===== src/rtl/ro_ctrl_pkg.sv =====
`default_nettype none
// ============================================================================
// Module      : ro_ctrl_pkg
// Description : Shared state encoding, default sizes and sum-width helper for
//               the ring-oscillator sample controller.
// Revision    : 1.0
// ============================================================================
package ro_ctrl_pkg;

    typedef enum logic [2:0] {
        IDLE    = 3'd0,
        CLEAR   = 3'd1,
        MEASURE = 3'd2,
        LATCH   = 3'd3,
        LAUNCH  = 3'd4,
        WAIT    = 3'd5,
        OUT     = 3'd6
    } state_t;

    localparam int c_DEF_WIDTH    = 6;
    localparam int c_DEF_N        = 5;
    localparam int c_DEF_TREE_LAT = 3;
    localparam int c_DEF_CNT_W    = 16;

    function automatic int sum_width(input int width, input int n);
        return width + $clog2(n);
    endfunction

endpackage
`default_nettype wire


===== src/rtl/ro_window_timer.sv =====
`default_nettype none
// ============================================================================
// Module      : ro_window_timer
// Description : Loadable down-counter with terminal-count flag; parks at zero.
// Revision    : 1.0
// ============================================================================
module ro_window_timer #(
    parameter int CNT_W = 16
) (
    input  logic             clk,
    input  logic             rst,
    input  logic             load,
    input  logic [CNT_W-1:0] load_val,
    input  logic             dec,
    output logic             tc
);

    logic [CNT_W-1:0] r_count;

    always_ff @(posedge clk or negedge rst) begin
        if (!rst) begin
            r_count <= '0;
        end else if (load) begin
            r_count <= load_val;
        end else if (dec && (r_count != '0)) begin
            r_count <= r_count - 1'b1;
        end
    end

    assign tc = (r_count == '0);

endmodule
`default_nettype wire


===== src/rtl/ro_sample_ctrl.sv =====
`default_nettype none
// ============================================================================
// Module      : ro_sample_ctrl
// Description : Window / latch / launch / collect sequencer for one
//               ring-oscillator channel feeding add_tree.
// Revision    : 1.0
// ============================================================================
module ro_sample_ctrl
    import ro_ctrl_pkg::*;
#(
    parameter int WIDTH    = c_DEF_WIDTH,
    parameter int N        = c_DEF_N,
    parameter int WINDOW   = 64,
    parameter int TREE_LAT = c_DEF_TREE_LAT,
    parameter int CNT_W    = c_DEF_CNT_W
) (
    input  logic                          clk,
    input  logic                          rst,
    input  logic                          start,
    input  logic                          stop,
    input  logic [CNT_W-1:0]              num_samples,
    output logic                          ro_en,
    output logic                          cnt_clr,
    output logic                          cnt_latch,
    output logic                          add_tree_en,
    output logic                          add_tree_valid_in,
    input  logic                          add_tree_valid_out,
    input  logic [sum_width(WIDTH,N)-1:0] add_tree_result,
    output logic [sum_width(WIDTH,N)-1:0] sample_data,
    output logic                          sample_valid,
    input  logic                          sample_ready,
    output logic                          busy,
    output logic                          done,
    output logic                          tree_err
);

    localparam int               c_SW       = sum_width(WIDTH, N);
    localparam logic [CNT_W-1:0] c_WIN_LOAD = CNT_W'(WINDOW - 1);
    localparam logic [CNT_W-1:0] c_TO_LOAD  = CNT_W'(TREE_LAT);

    state_t            r_state;
    logic [CNT_W-1:0]  r_remaining;
    logic              r_cont;
    logic              r_stop_pend;
    logic              r_ro_en, r_cnt_clr, r_cnt_latch, r_tree_en, r_valid_in;
    logic              r_sample_valid, r_busy, r_done, r_tree_err;
    logic [c_SW-1:0]   r_sample_data;

    logic              w_tmr_load, w_tmr_dec, w_tmr_tc;
    logic [CNT_W-1:0]  w_tmr_val;
    logic              w_last, w_stop;

    // One timer serves both the counting window and the tree-result timeout.
    always_comb begin
        w_tmr_load = (r_state == CLEAR) || (r_state == LAUNCH);
        w_tmr_val  = (r_state == LAUNCH) ? c_TO_LOAD : c_WIN_LOAD;
        w_tmr_dec  = (r_state == MEASURE) || (r_state == WAIT);
        w_last     = !r_cont && (r_remaining <= CNT_W'(1));
        w_stop     = r_stop_pend || stop;
    end

    ro_window_timer #(
        .CNT_W (CNT_W)
    ) u_timer (
        .clk      (clk),
        .rst      (rst),
        .load     (w_tmr_load),
        .load_val (w_tmr_val),
        .dec      (w_tmr_dec),
        .tc       (w_tmr_tc)
    );

    always_ff @(posedge clk or negedge rst) begin
        if (!rst) begin
            r_state        <= IDLE;
            r_remaining    <= '0;
            r_cont         <= 1'b0;
            r_stop_pend    <= 1'b0;
            r_ro_en        <= 1'b0;
            r_cnt_clr      <= 1'b0;
            r_cnt_latch    <= 1'b0;
            r_tree_en      <= 1'b0;
            r_valid_in     <= 1'b0;
            r_sample_valid <= 1'b0;
            r_sample_data  <= '0;
            r_busy         <= 1'b0;
            r_done         <= 1'b0;
            r_tree_err     <= 1'b0;
        end else begin
            r_cnt_clr   <= 1'b0;
            r_cnt_latch <= 1'b0;
            r_valid_in  <= 1'b0;
            r_done      <= 1'b0;
            if ((r_state != IDLE) && stop) begin
                r_stop_pend <= 1'b1;
            end
            case (r_state)
                IDLE: begin
                    if (start) begin
                        r_remaining <= num_samples;
                        r_cont      <= (num_samples == '0);
                        r_stop_pend <= 1'b0;
                        r_tree_err  <= 1'b0;
                        r_cnt_clr   <= 1'b1;
                        r_busy      <= 1'b1;
                        r_tree_en   <= 1'b1;
                        r_state     <= CLEAR;
                    end
                end
                CLEAR: begin
                    r_ro_en <= 1'b1;
                    r_state <= MEASURE;
                end
                MEASURE: begin
                    if (w_tmr_tc) begin
                        r_ro_en     <= 1'b0;
                        r_cnt_latch <= 1'b1;
                        r_state     <= LATCH;
                    end
                end
                LATCH: begin
                    r_valid_in <= 1'b1;
                    r_state    <= LAUNCH;
                end
                LAUNCH: begin
                    r_state <= WAIT;
                end
                WAIT: begin
                    if (add_tree_valid_out) begin
                        r_sample_data  <= add_tree_result;
                        r_sample_valid <= 1'b1;
                        r_state        <= OUT;
                    end else if (w_tmr_tc) begin
                        r_tree_err  <= 1'b1;
                        r_busy      <= 1'b0;
                        r_tree_en   <= 1'b0;
                        r_done      <= 1'b1;
                        r_stop_pend <= 1'b0;
                        r_state     <= IDLE;
                    end
                end
                OUT: begin
                    if (r_sample_valid && sample_ready) begin
                        r_sample_valid <= 1'b0;
                        if (!r_cont && (r_remaining != '0)) begin
                            r_remaining <= r_remaining - 1'b1;
                        end
                        if (w_last || w_stop) begin
                            r_busy      <= 1'b0;
                            r_tree_en   <= 1'b0;
                            r_done      <= 1'b1;
                            r_stop_pend <= 1'b0;
                            r_state     <= IDLE;
                        end else begin
                            r_cnt_clr <= 1'b1;
                            r_state   <= CLEAR;
                        end
                    end
                end
                default: begin
                    r_state <= IDLE;
                end
            endcase
        end
    end

    assign ro_en             = r_ro_en;
    assign cnt_clr           = r_cnt_clr;
    assign cnt_latch         = r_cnt_latch;
    assign add_tree_en       = r_tree_en;
    assign add_tree_valid_in = r_valid_in;
    assign sample_data       = r_sample_data;
    assign sample_valid      = r_sample_valid;
    assign busy              = r_busy;
    assign done              = r_done;
    assign tree_err          = r_tree_err;

endmodule
`default_nettype wire


===== config.mk =====
export PLATFORM = sky130hd
export DESIGN_NAME = ro_sample_ctrl
export DESIGN_NICKNAME = d
export VERILOG_FILES = /design/src/rtl/ro_ctrl_pkg.sv /design/src/rtl/ro_window_timer.sv /design/src/rtl/ro_sample_ctrl.sv
export SDC_FILE = /design/constraint.sdc
export NUM_CORES = 1
export LEC_CHECK = 0
export CAP_MARGIN = 10
export CORE_MARGIN = 8
export CORE_UTILIZATION = 55
export CTS_CLUSTER_SIZE = 28
export DETAILED_ROUTE_END_ITERATION = 7
export DONT_BUFFER_PORTS = 1
export PLACE_DENSITY = 0.82
export SYNTH_ARGS = -nofsm -noshare
export SYNTH_HDL_FRONTEND = slang
export SYNTH_SLANG_ARGS = --single-unit

===== constraint.sdc =====
create_clock -name clk -period 3.6 [get_ports clk]
set_input_delay 0.9 -clock clk [delete_from_list [all_inputs] [get_ports clk]]
set_output_delay 0.9 -clock clk [all_outputs]
set_load 0.02 [all_outputs]

### After elaboration in Yosys (flattened, before gate mapping)

Index checks and enable logic that the tools add are counted.

| storage, ports and cells | value |
|---|---|
| register bits after elaboration | 54 |
| word-level logic and storage cells | 108 |

| operators by class | value |
|---|---|
| mux-type cells | 46 |
| eq/ne operators | 15 |
| magnitude comparators | 1 |
| $add $sub $neg | 2 |
| reduce and logical (&&, ||, !) cells | 30 |

Operator list:

| kind | number |
|---|---|
| $mux 16 | 5 |
| $logic_not 16->1 | 2 |
| $pmux 16 s2 | 1 |
| $reduce_bool 16->1 | 2 |
| $sub 16x1->16 const B | 2 |
| $mux 1 | 26 |
| $pmux 3 s7 | 1 |
| $le 16x1->1 const B | 1 |
| $mux 3 | 5 |
| $ne 2x2->1 const B | 6 |
| $reduce_and 4->1 | 3 |
| $pmux 1 s2 | 5 |
| $reduce_bool 2->1 | 5 |
| $eq 3x3->1 const B | 3 |
| $eq 3x2->1 const B | 2 |
| $mux 6 | 1 |
| $pmux 1 s3 | 2 |
| $reduce_and 2->1 | 3 |
| $reduce_and 6->1 | 1 |
| $reduce_bool 3->1 | 2 |
| $logic_and 1x1->1 | 5 |
| $logic_or 1x1->1 | 4 |
| $ne 2x1->1 const B | 2 |
| $eq 3x1->1 const B | 1 |
| other kinds (4) | 4 |

### Longest topological paths before layout

Gate-level depths: netlist of the first run.

| logic depth | value |
|---|---|
| depth in word-level cells | 6 |
| mapped depth | 8 |

### Modules after synthesis

Synthesis of the first run repeated with hierarchy kept, for this count alone.

| second synthesis, totals | value |
|---|---|
| cell total of the unflattened synthesis | 349 |
| area total of the unflattened synthesis | 3,116.7 um^2 |

Modules (own cells, without submodules):

| module | area an instance (um^2) | seq. area each (um^2) | cells each | instances |
|---|---|---|---|---|
| ro_sample_ctrl | 2,072.0 | 950.9 | 226 | 1 |
| ro_window_timer | 1,044.8 | 400.4 | 123 | 1 |

### Worst setup path after synthesis of the first run

Ideal clock, no wire load.

| timing path | value |
|---|---|
| path kind | input-to-reg |
| from | input port start |
| to | register r_remaining[11] |
| path slack | 1.187 ns |
| stages | 6 |
| path buffers | 2 |
| data required time | 3.479 ns |
| arrival time | 2.292 ns |
| path through | or4b_2 o31ai_1 o41ai_1 buf_2 buf_2 o22a_1 |

| on the way | value |
|---|---|
| longest elaborated chain between the ends | 2 |

Ends and longest elaborated chain:

| item | line | RTL |
|---|---|---|
| from (decl) | ro_sample_ctrl.sv:19 | `input logic start,` |
| $ne 2x2->1 (no source line) | -- |  |
| $reduce_and 4->1 (no source line) | -- |  |
| to (signal assigned) | ro_sample_ctrl.sv:100 | `r_remaining <= num_samples;` |
| to (signal assigned) | ro_sample_ctrl.sv:146 | `r_remaining <= r_remaining - 1'b1;` |
| to (decl) | ro_sample_ctrl.sv:42 | `logic [CNT_W-1:0] r_remaining;` |

No other way between the ends.
A chain may end at the register's enable or synchronous reset.

### Worst setup path after layout of the first run

| timing path | value |
|---|---|
| from | register r_state[1] |
| to | register r_remaining[0] |

| on the way | value |
|---|---|
| longest elaborated chain between the ends | 3 |
| elaborated cells on any way between the ends | 8 |
| those cells by class | eq/ne: 4; mux: 1; reduce/logical: 3 |

Ends and longest elaborated chain:

| item | line | RTL |
|---|---|---|
| from (decl) | ro_sample_ctrl.sv:41 | `state_t r_state;` |
| from (signal assigned) | ro_sample_ctrl.sv:75 | `r_state <= IDLE;` |
| from (signal assigned) | ro_sample_ctrl.sv:107 | `r_state <= CLEAR;` |
| from (signal assigned) | ro_sample_ctrl.sv:112 | `r_state <= MEASURE;` |
| $eq 3x3->1 / $logic_not 3->1 (equally long branches) | ro_sample_ctrl.sv:97 | `case (r_state)` |
| $ne 2x2->1 (no source line) / $reduce_bool 2->1 (equally long branches) | -- |  |
| $reduce_and 4->1 (no source line) | -- |  |

Several ways; a longest one is shown, not always the timed one.

==> results of run 1 <==
-- registers in the layout, indices dropped and copies added (netlist names), 3 cells and up --
name,cells
r_remaining,16
r_state,3
sample_data,9
u_timer.r_count,16
-- synthesized netlist by cell type, types with 3 or more instances --
cell	instances
a211oi_1	3
a21oi_1	18
a22oi_1	5
a31oi_1	4
buf_2	3
clkbuf_1	10
dfrtp_1	54
ha_1	4
inv_1	6
mux2_2	9
mux2i_1	3
nand2_1	22
nand2b_1	3
nand3_1	5
nand4_1	4
nor2_1	36
nor2b_1	4
nor3_1	11
nor3b_1	3
nor4_1	10
o21ai_0	31
o22a_1	6
o22ai_1	4
o2bb2ai_1	4
o31ai_1	3
or2_2	5
or3_1	3
xnor2_1	6
-- cell families (layout without fill, tap and decap cells) --
kind of cell | after synthesis | after routing | share of synthesized area (%)
XOR/XNOR | 8 | 8 | 2.34
adder cells (fa/ha/maj) | 4 | 4 | 1.67
AND/OR/NAND/NOR | 121 | 121 | 21.6
multiplexers | 12 | 12 | 4.39
AO/OA/AOI/OAI | 97 | 97 | 21.8
flip-flops | 54 | 54 | 45.2
buffers and inverters | 22 | 16 | 3.01
-- per-layer routing --
layer / share of wire [%] / GRT usage, % / vias to the layer above
li1: - / - / 1175
met1: 45 / 22.4 / 1193
met2: 47 / 26.1 / 95
met3: 7.3 / 4.49 / 4
met4: 0.76 / 5.64 / 0
met5: 0 / 0 / -
-- power breakdown --
part	leakage [nW]	internal (mW)	switching (mW)
combinational	0.546	0.405	0.518
clock	0.0408	0.139	0.205
sequential	0.678	0.829	0.391
total	1.26	1.37	1.11
-- per-stage QoR --
step / area [sq um] / hold WS (ns) / worst slack, ns / util (%)
floorplan: 2990 / 0.462 / 1.19 / -
finish: 3130 / 0.268 / 0.998 / 58.2
global placement: 3040 / 0.489 / 0.953 / 56.5
CTS: 3130 / 0.262 / 1.02 / 58.2
detailed placement: 3040 / 0.491 / 0.913 / 56.5
global route: 3130 / 0.251 / 0.797 / 58.2
-- worst max-delay path: stages (launching register included) --
cell and delay, ns:
dfrtp_1 0.64, or4b_2 0.81, o31ai_1 0.16, o41ai_2 0.22, buf_4 0.25, or3_1 0.36
o21ai_0 0.08
-- layout make-up --
class / count / area [sq um] / area share (%)
Multi-Input combinational cell: 242 / 1560 / 49.8
Sequential cell: 54 / 1350 / 43.2
Tap cell: 72 / 90.1 / 2.88
Clock buffer: 5 / 68.8 / 2.20
Clock inverter: 3 / 23.8 / 0.760
Inverter: 6 / 22.5 / 0.720
Timing Repair Buffer: 2 / 15.0 / 0.480
-- worst min-delay path by stage --
| stage | from | end | slack, ns |
|---|---|---|---|
| 6_report | rst | r_remaining[9]$_DFFE_PN0P_ | 0.27 |
| 5_1_grt | rst | done$_DFF_PN0_ | 0.25 |
| 4_1_cts | rst | r_remaining[9]$_DFFE_PN0P_ | 0.26 |
| 3_5_place_dp | u_timer.r_count[11]$_DFFE_PN0P_ | u_timer.r_count[11]$_DFFE_PN0P_ | 0.49 |
| 3_3_place_gp | r_remaining[10]$_DFFE_PN0P_ | r_remaining[10]$_DFFE_PN0P_ | 0.49 |
| 2_1_floorplan | u_timer.r_count[11]$_DFFE_PN0P_ | u_timer.r_count[11]$_DFFE_PN0P_ | 0.46 |
==> flow_metrics.env, run 1 <==
export IMPL_grt_pass1_wl_mm=11.7
export IMPL_post_synth_cell_area_avg_sq_um=9.40
export IMPL_fin_nets=346
export IMPL_worstPathArrival_ns=2.82
export IMPL_grt_max_degree=55
export IMPL_io_pin_count=49
export IMPL_maxSlewViolCount=0
export IMPL_cts_buffers_inserted=5
export IMPL_tns_ns=0
export IMPL_max_clock_freq_mhz=384
export IMPL_die_w_microns=89.7
export IMPL_worstMarginPinSlew_ns=0.971
export IMPL_vdd_drop_max_uv=470
export IMPL_hpwlAfterDp_mm=4.91
export IMPL_dieArea_sq_mm=0.00805
export IMPL_clock_sinks=54
export IMPL_antenna_cells=0
export IMPL_reg2reg_depth=6
export IMPL_mostFrequentLayoutCells="dfrtp_1, nor2_1, o21ai_0"
export IMPL_syn_cell_area_sq_mm=0.00299
export IMPL_rrSetupSlack_ns=1.0
export IMPL_drc=0
export IMPL_portBuffers=0
export IMPL_gr_usage_all_layers_pct=16.9
export IMPL_ys_async_sr_fraction_pct=100
export IMPL_synth_ff_type="dfrtp_1"
export IMPL_tritoncts="built"
export IMPL_yosysTopAreaCell="dfrtp_1"
export IMPL_yosysWarnings=0
export IMPL_yosysSeqAreaShare_pct=45.2
export IMPL_wire_per_inst_microns=17.5
export IMPL_viasPerCell=6.42
export IMPL_clock_path_buffers=2
export IMPL_final_common_cell="dfrtp_1"
export IMPL_r2r_end="r_remaining[0]$_DFFE_PN0P_"
export IMPL_synth_edff_count=0
export IMPL_drt_iter0_drc=161
export IMPL_netlist_area_leader_share_pct=45.2
export IMPL_cts_max_level=2
export IMPL_finalCriticalPeriod_ns=2.60
export IMPL_grt_ovfl_total=0
export IMPL_rsz0062_at_grt="no"
export IMPL_syn_nets=353
export IMPL_rows=27
export IMPL_p_total_mw=2.49
export IMPL_synth_seq_cells=54
export IMPL_antenna_found_initial=0
export IMPL_final_setup_viol_count=0
export IMPL_synth_cell_types=55
export IMPL_nFillCells=433
export IMPL_ant_nets=0
export IMPL_layout_cells_non_filler=384
export IMPL_synth_cells=318
export IMPL_gp_congestion=0.828
export IMPL_cp_required_ns=3.82
export IMPL_yosys_top_cells_area="dfrtp_1, o21ai_0, nor2_1"
export IMPL_startpoint_type="flip-flop"
export IMPL_drive_gt1_share_pct=10.6
export IMPL_critPathCapture="r_remaining[0]$_DFFE_PN0P_"
export IMPL_maxCapViolCount=0
export IMPL_p_per_area_mw_per_mm2=795
export IMPL_vias=2467
export IMPL_status="complete, no violations"
export IMPL_post_cts_buffers=0
export IMPL_min_path_type="in -> async"
export IMPL_core_sq_mm=0.00537
export IMPL_cp_end_kind="flip-flop"
export IMPL_start_util_pct=55.7
export IMPL_place_inst=376
export IMPL_p_leak_nw=1.26
export IMPL_drt_wl_total_mm=6.73
export IMPL_postCtsResizedCells=0
export IMPL_hold_viol=0
export IMPL_skew_ns=0.0175
export IMPL_reg2reg_from="r_state[1]$_DFFE_PN0P_"
export IMPL_crit_path_start="r_state[1]$_DFFE_PN0P_"
export IMPL_clk_latency_ns=0.31
export IMPL_relSlewSlack_pct=35.1
export IMPL_final_period_utilization_pct=72.3
export IMPL_firstDrtPassIters=5
export IMPL_die_height_microns=89.7
export IMPL_syn2layout_area_growth_pct=4.60
export IMPL_grt_pass1_vias=2398
export IMPL_critPathKind="reg -> reg"
export IMPL_root_buffer="clkbuf_8"
export IMPL_clk_pin_slew_worst_paths_ns=0.11
export IMPL_ctsHoldBuffers=0
export IMPL_cp_max_fo=26
Power figures use the tool's default switching activity.
==> run 2, diff against run 1 <==
--- a/config.mk
+++ b/config.mk
@@ -11,7 +11,7 @@
 export CTS_CLUSTER_SIZE = 28
 export DETAILED_ROUTE_END_ITERATION = 7
 export DONT_BUFFER_PORTS = 1
-export PLACE_DENSITY = 0.82
+export PLACE_DENSITY = 0.85
 export SYNTH_ARGS = -nofsm -noshare
 export SYNTH_HDL_FRONTEND = slang
 export SYNTH_SLANG_ARGS = --single-unit
==> constraint.sdc (replaced) <==
create_clock -name clk -period 2.3 [get_ports clk]
set_input_delay 0.575 -clock clk [delete_from_list [all_inputs] [get_ports clk]]
set_output_delay 0.575 -clock clk [all_outputs]
set_load 0.02 [all_outputs]
==> run 2 against run 1 <==
  * Non-clock buffer count rose by 18
  * Final area increased by 7.6%
  * Die area unchanged
  * Count of clock-buffer cells in the layout unchanged
  * First-iteration DRC count down 25%
  * Sequential power increased by 51%
  * Sequential share of layout area is 3.0 points lower
  * Sequential cell count unchanged
  * Utilization increased by 4.4 points
==> flow_metrics.env, run 2 (same netlist as run 1, synthesis figures left out) <==
export IMPL_p_leak_nw=1.40
export IMPL_maxCapViolCount=0
export IMPL_clk_pin_slew_worst_paths_ns=0.11
export IMPL_layout_cells_non_filler=402
export IMPL_clock_sinks=54
export IMPL_place_inst=392
export IMPL_portBuffers=0
export IMPL_met1_usage_pct=22.1
export IMPL_root_buffer="clkbuf_8"
export IMPL_top_usage_layer="met2"
export IMPL_grt_ovfl_total=0
export IMPL_rows=27
export IMPL_power_frac_clock_pct=17.3
export IMPL_nFillCells=425
export IMPL_cts_max_level=2
export IMPL_whs_ns=0.0863
export IMPL_p_comb_share_pct=40.7
export IMPL_rsz0062_at_grt="no"
export IMPL_worstPathArrival_ns=2.38
export IMPL_swShare_pct=42.6
export IMPL_final_setup_viol_count=0
export IMPL_postLayoutCellArea_sq_mm=0.00336
export IMPL_tritoncts="built"
export IMPL_finalCriticalPeriod_ns=2.19
export IMPL_final_period_utilization_pct=95.4
export IMPL_critPathKind="reg -> reg"
export IMPL_ant_nets=0
export IMPL_vdd_drop_max_uv=848
export IMPL_drt_wl_total_mm=7.48
export IMPL_antenna_found_initial=0
export IMPL_maxSlewViolCount=0
export IMPL_antenna_cells=0
export IMPL_grt_max_degree=55
export IMPL_p_sw_mw=1.86
export IMPL_wire_per_inst_microns=18.6
export IMPL_start_util_pct=55.7
export IMPL_status="complete, no violations"
export IMPL_drive_gt1_share_pct=16.4
export IMPL_firstDrtPassIters=5
export IMPL_met2_usage_pct=28.7
export IMPL_gr_usage_all_layers_pct=18.0
export IMPL_fin_nets=364
export IMPL_cp_end_kind="flip-flop"
export IMPL_relSlewSlack_pct=61.5
export IMPL_grt_pass1_vias=2526
export IMPL_p_per_area_mw_per_mm2=1300
export IMPL_seqPwrFrac_pct=42.0
export IMPL_internal_power_mw=2.51
export IMPL_vias=2621
export IMPL_die_w_microns=89.7
export IMPL_hold_viol=0
export IMPL_min_path_type="in -> async"
export IMPL_cp_required_ns=2.48
export IMPL_grtUsageMet3_pct=5.49
export IMPL_drt_iter0_drc=121
export IMPL_io_pin_count=49
export IMPL_mostFrequentLayoutCells="dfrtp_1, nor2_1, o21ai_0"
export IMPL_grt_pass1_wl_mm=12.3
export IMPL_clock_path_buffers=2
export IMPL_cts_buffers_inserted=5
export IMPL_core_sq_mm=0.00537
export IMPL_place_area_sq_mm=0.00316
export IMPL_die_height_microns=89.7
export IMPL_viasPerCell=6.52
export IMPL_dieArea_sq_mm=0.00805
export IMPL_startpoint_type="flip-flop"
export IMPL_clk_latency_ns=0.31
export IMPL_max_clock_freq_mhz=456
export IMPL_gp_congestion=0.892
export IMPL_hpwlAfterDp_mm=5.35
export IMPL_cp_max_fo=6
export IMPL_skew_ns=0.0158
export IMPL_drc=0
export IMPL_tns_ns=0
export IMPL_syn2layout_area_growth_pct=12.5
export IMPL_worstMarginPinSlew_ns=0.571
export IMPL_final_common_cell="dfrtp_1"
run 2: metal layers:
layer	routed length [microns]	vias to the layer above	share of wire (%)
met5	0	-	0
met4	183	0	2.4
met3	616	19	8.2
met2	3640	131	49
met1	3040	1269	41
li1	-	1202	-
run 2: power groups by stage:
stage / Combinational (mW) / Sequential [mW] / Clock, mW
after global routing: 1.97 / 1.89 / 0.806
after CTS: 1.73 / 1.83 / 0.768
after global placement: 1.62 / 1.82 / 0
after detailed placement: 1.68 / 1.84 / 0
after floorplan: 1.28 / 1.73 / 0
final: 1.78 / 1.84 / 0.757
run 2: final timing paths:
kind                                                         to                             from  slack (ns)  depth (start not counted)
worst max register to register  u_timer.r_count[13]$_DFFE_PN0P_   u_timer.r_count[7]$_DFFE_PN0P_        0.11                          5
max in group asynchronous        u_timer.r_count[4]$_DFFE_PN0P_                              rst        1.93                          1
worst max-delay path            u_timer.r_count[13]$_DFFE_PN0P_   u_timer.r_count[7]$_DFFE_PN0P_        0.11                          5
min in group clk                     sample_data[0]$_DFFE_PN0P_               add_tree_result[0]        0.41                          1
worst min register to register  u_timer.r_count[11]$_DFFE_PN0P_  u_timer.r_count[11]$_DFFE_PN0P_        0.52                          1
worst min-delay path                r_remaining[10]$_DFFE_PN0P_                              rst        0.09                          1
run 2: through the flow:
step | util, % | worst slack, ns | power [mW]
3_5_place_dp | 58.7 | -0.0279 | 3.52
2_1_floorplan | - | 0.212 | 3.01
4_1_cts | 62.0 | 0.00179 | 4.33
6_report | 62.6 | 0.105 | 4.37
3_3_place_gp | 58.7 | 0.0794 | 3.43
5_1_grt | 62.6 | 0.00155 | 4.66
run 2: critical path, stage by stage (launching register included):
cell,delay [ns]
dfrtp_1,0.48
or4_4,0.52
or3_1,0.36
or4b_1,0.53
xor2_1,0.14
nor2_1,0.05
run 2: area by class of cell:
cell class / count / area (sq um) / area share, %
clock inverters: 3 / 68.8 / 2.05
multi-input cells: 242 / 1590 / 47.3
well taps: 72 / 90.1 / 2.68
flip-flops and latches: 54 / 1350 / 40.2
clock buffers: 5 / 68.8 / 2.05
inverters: 6 / 22.5 / 0.669
repair buffers: 20 / 170 / 5.06
run 2: repair_timing:
| item | CTS | global route |
|---|---|---|
| gates cloned | 0 | 0 |
| endpoints found under the setup margin | 5 | 17 |
| buffers inserted | 0 | 1 |
| hold endpoints to repair | 54 | 0 |
| gates resized for setup | 1 | 4 |
| hold buffers | 1 | 0 |
| pin swaps | 0 | 2 |
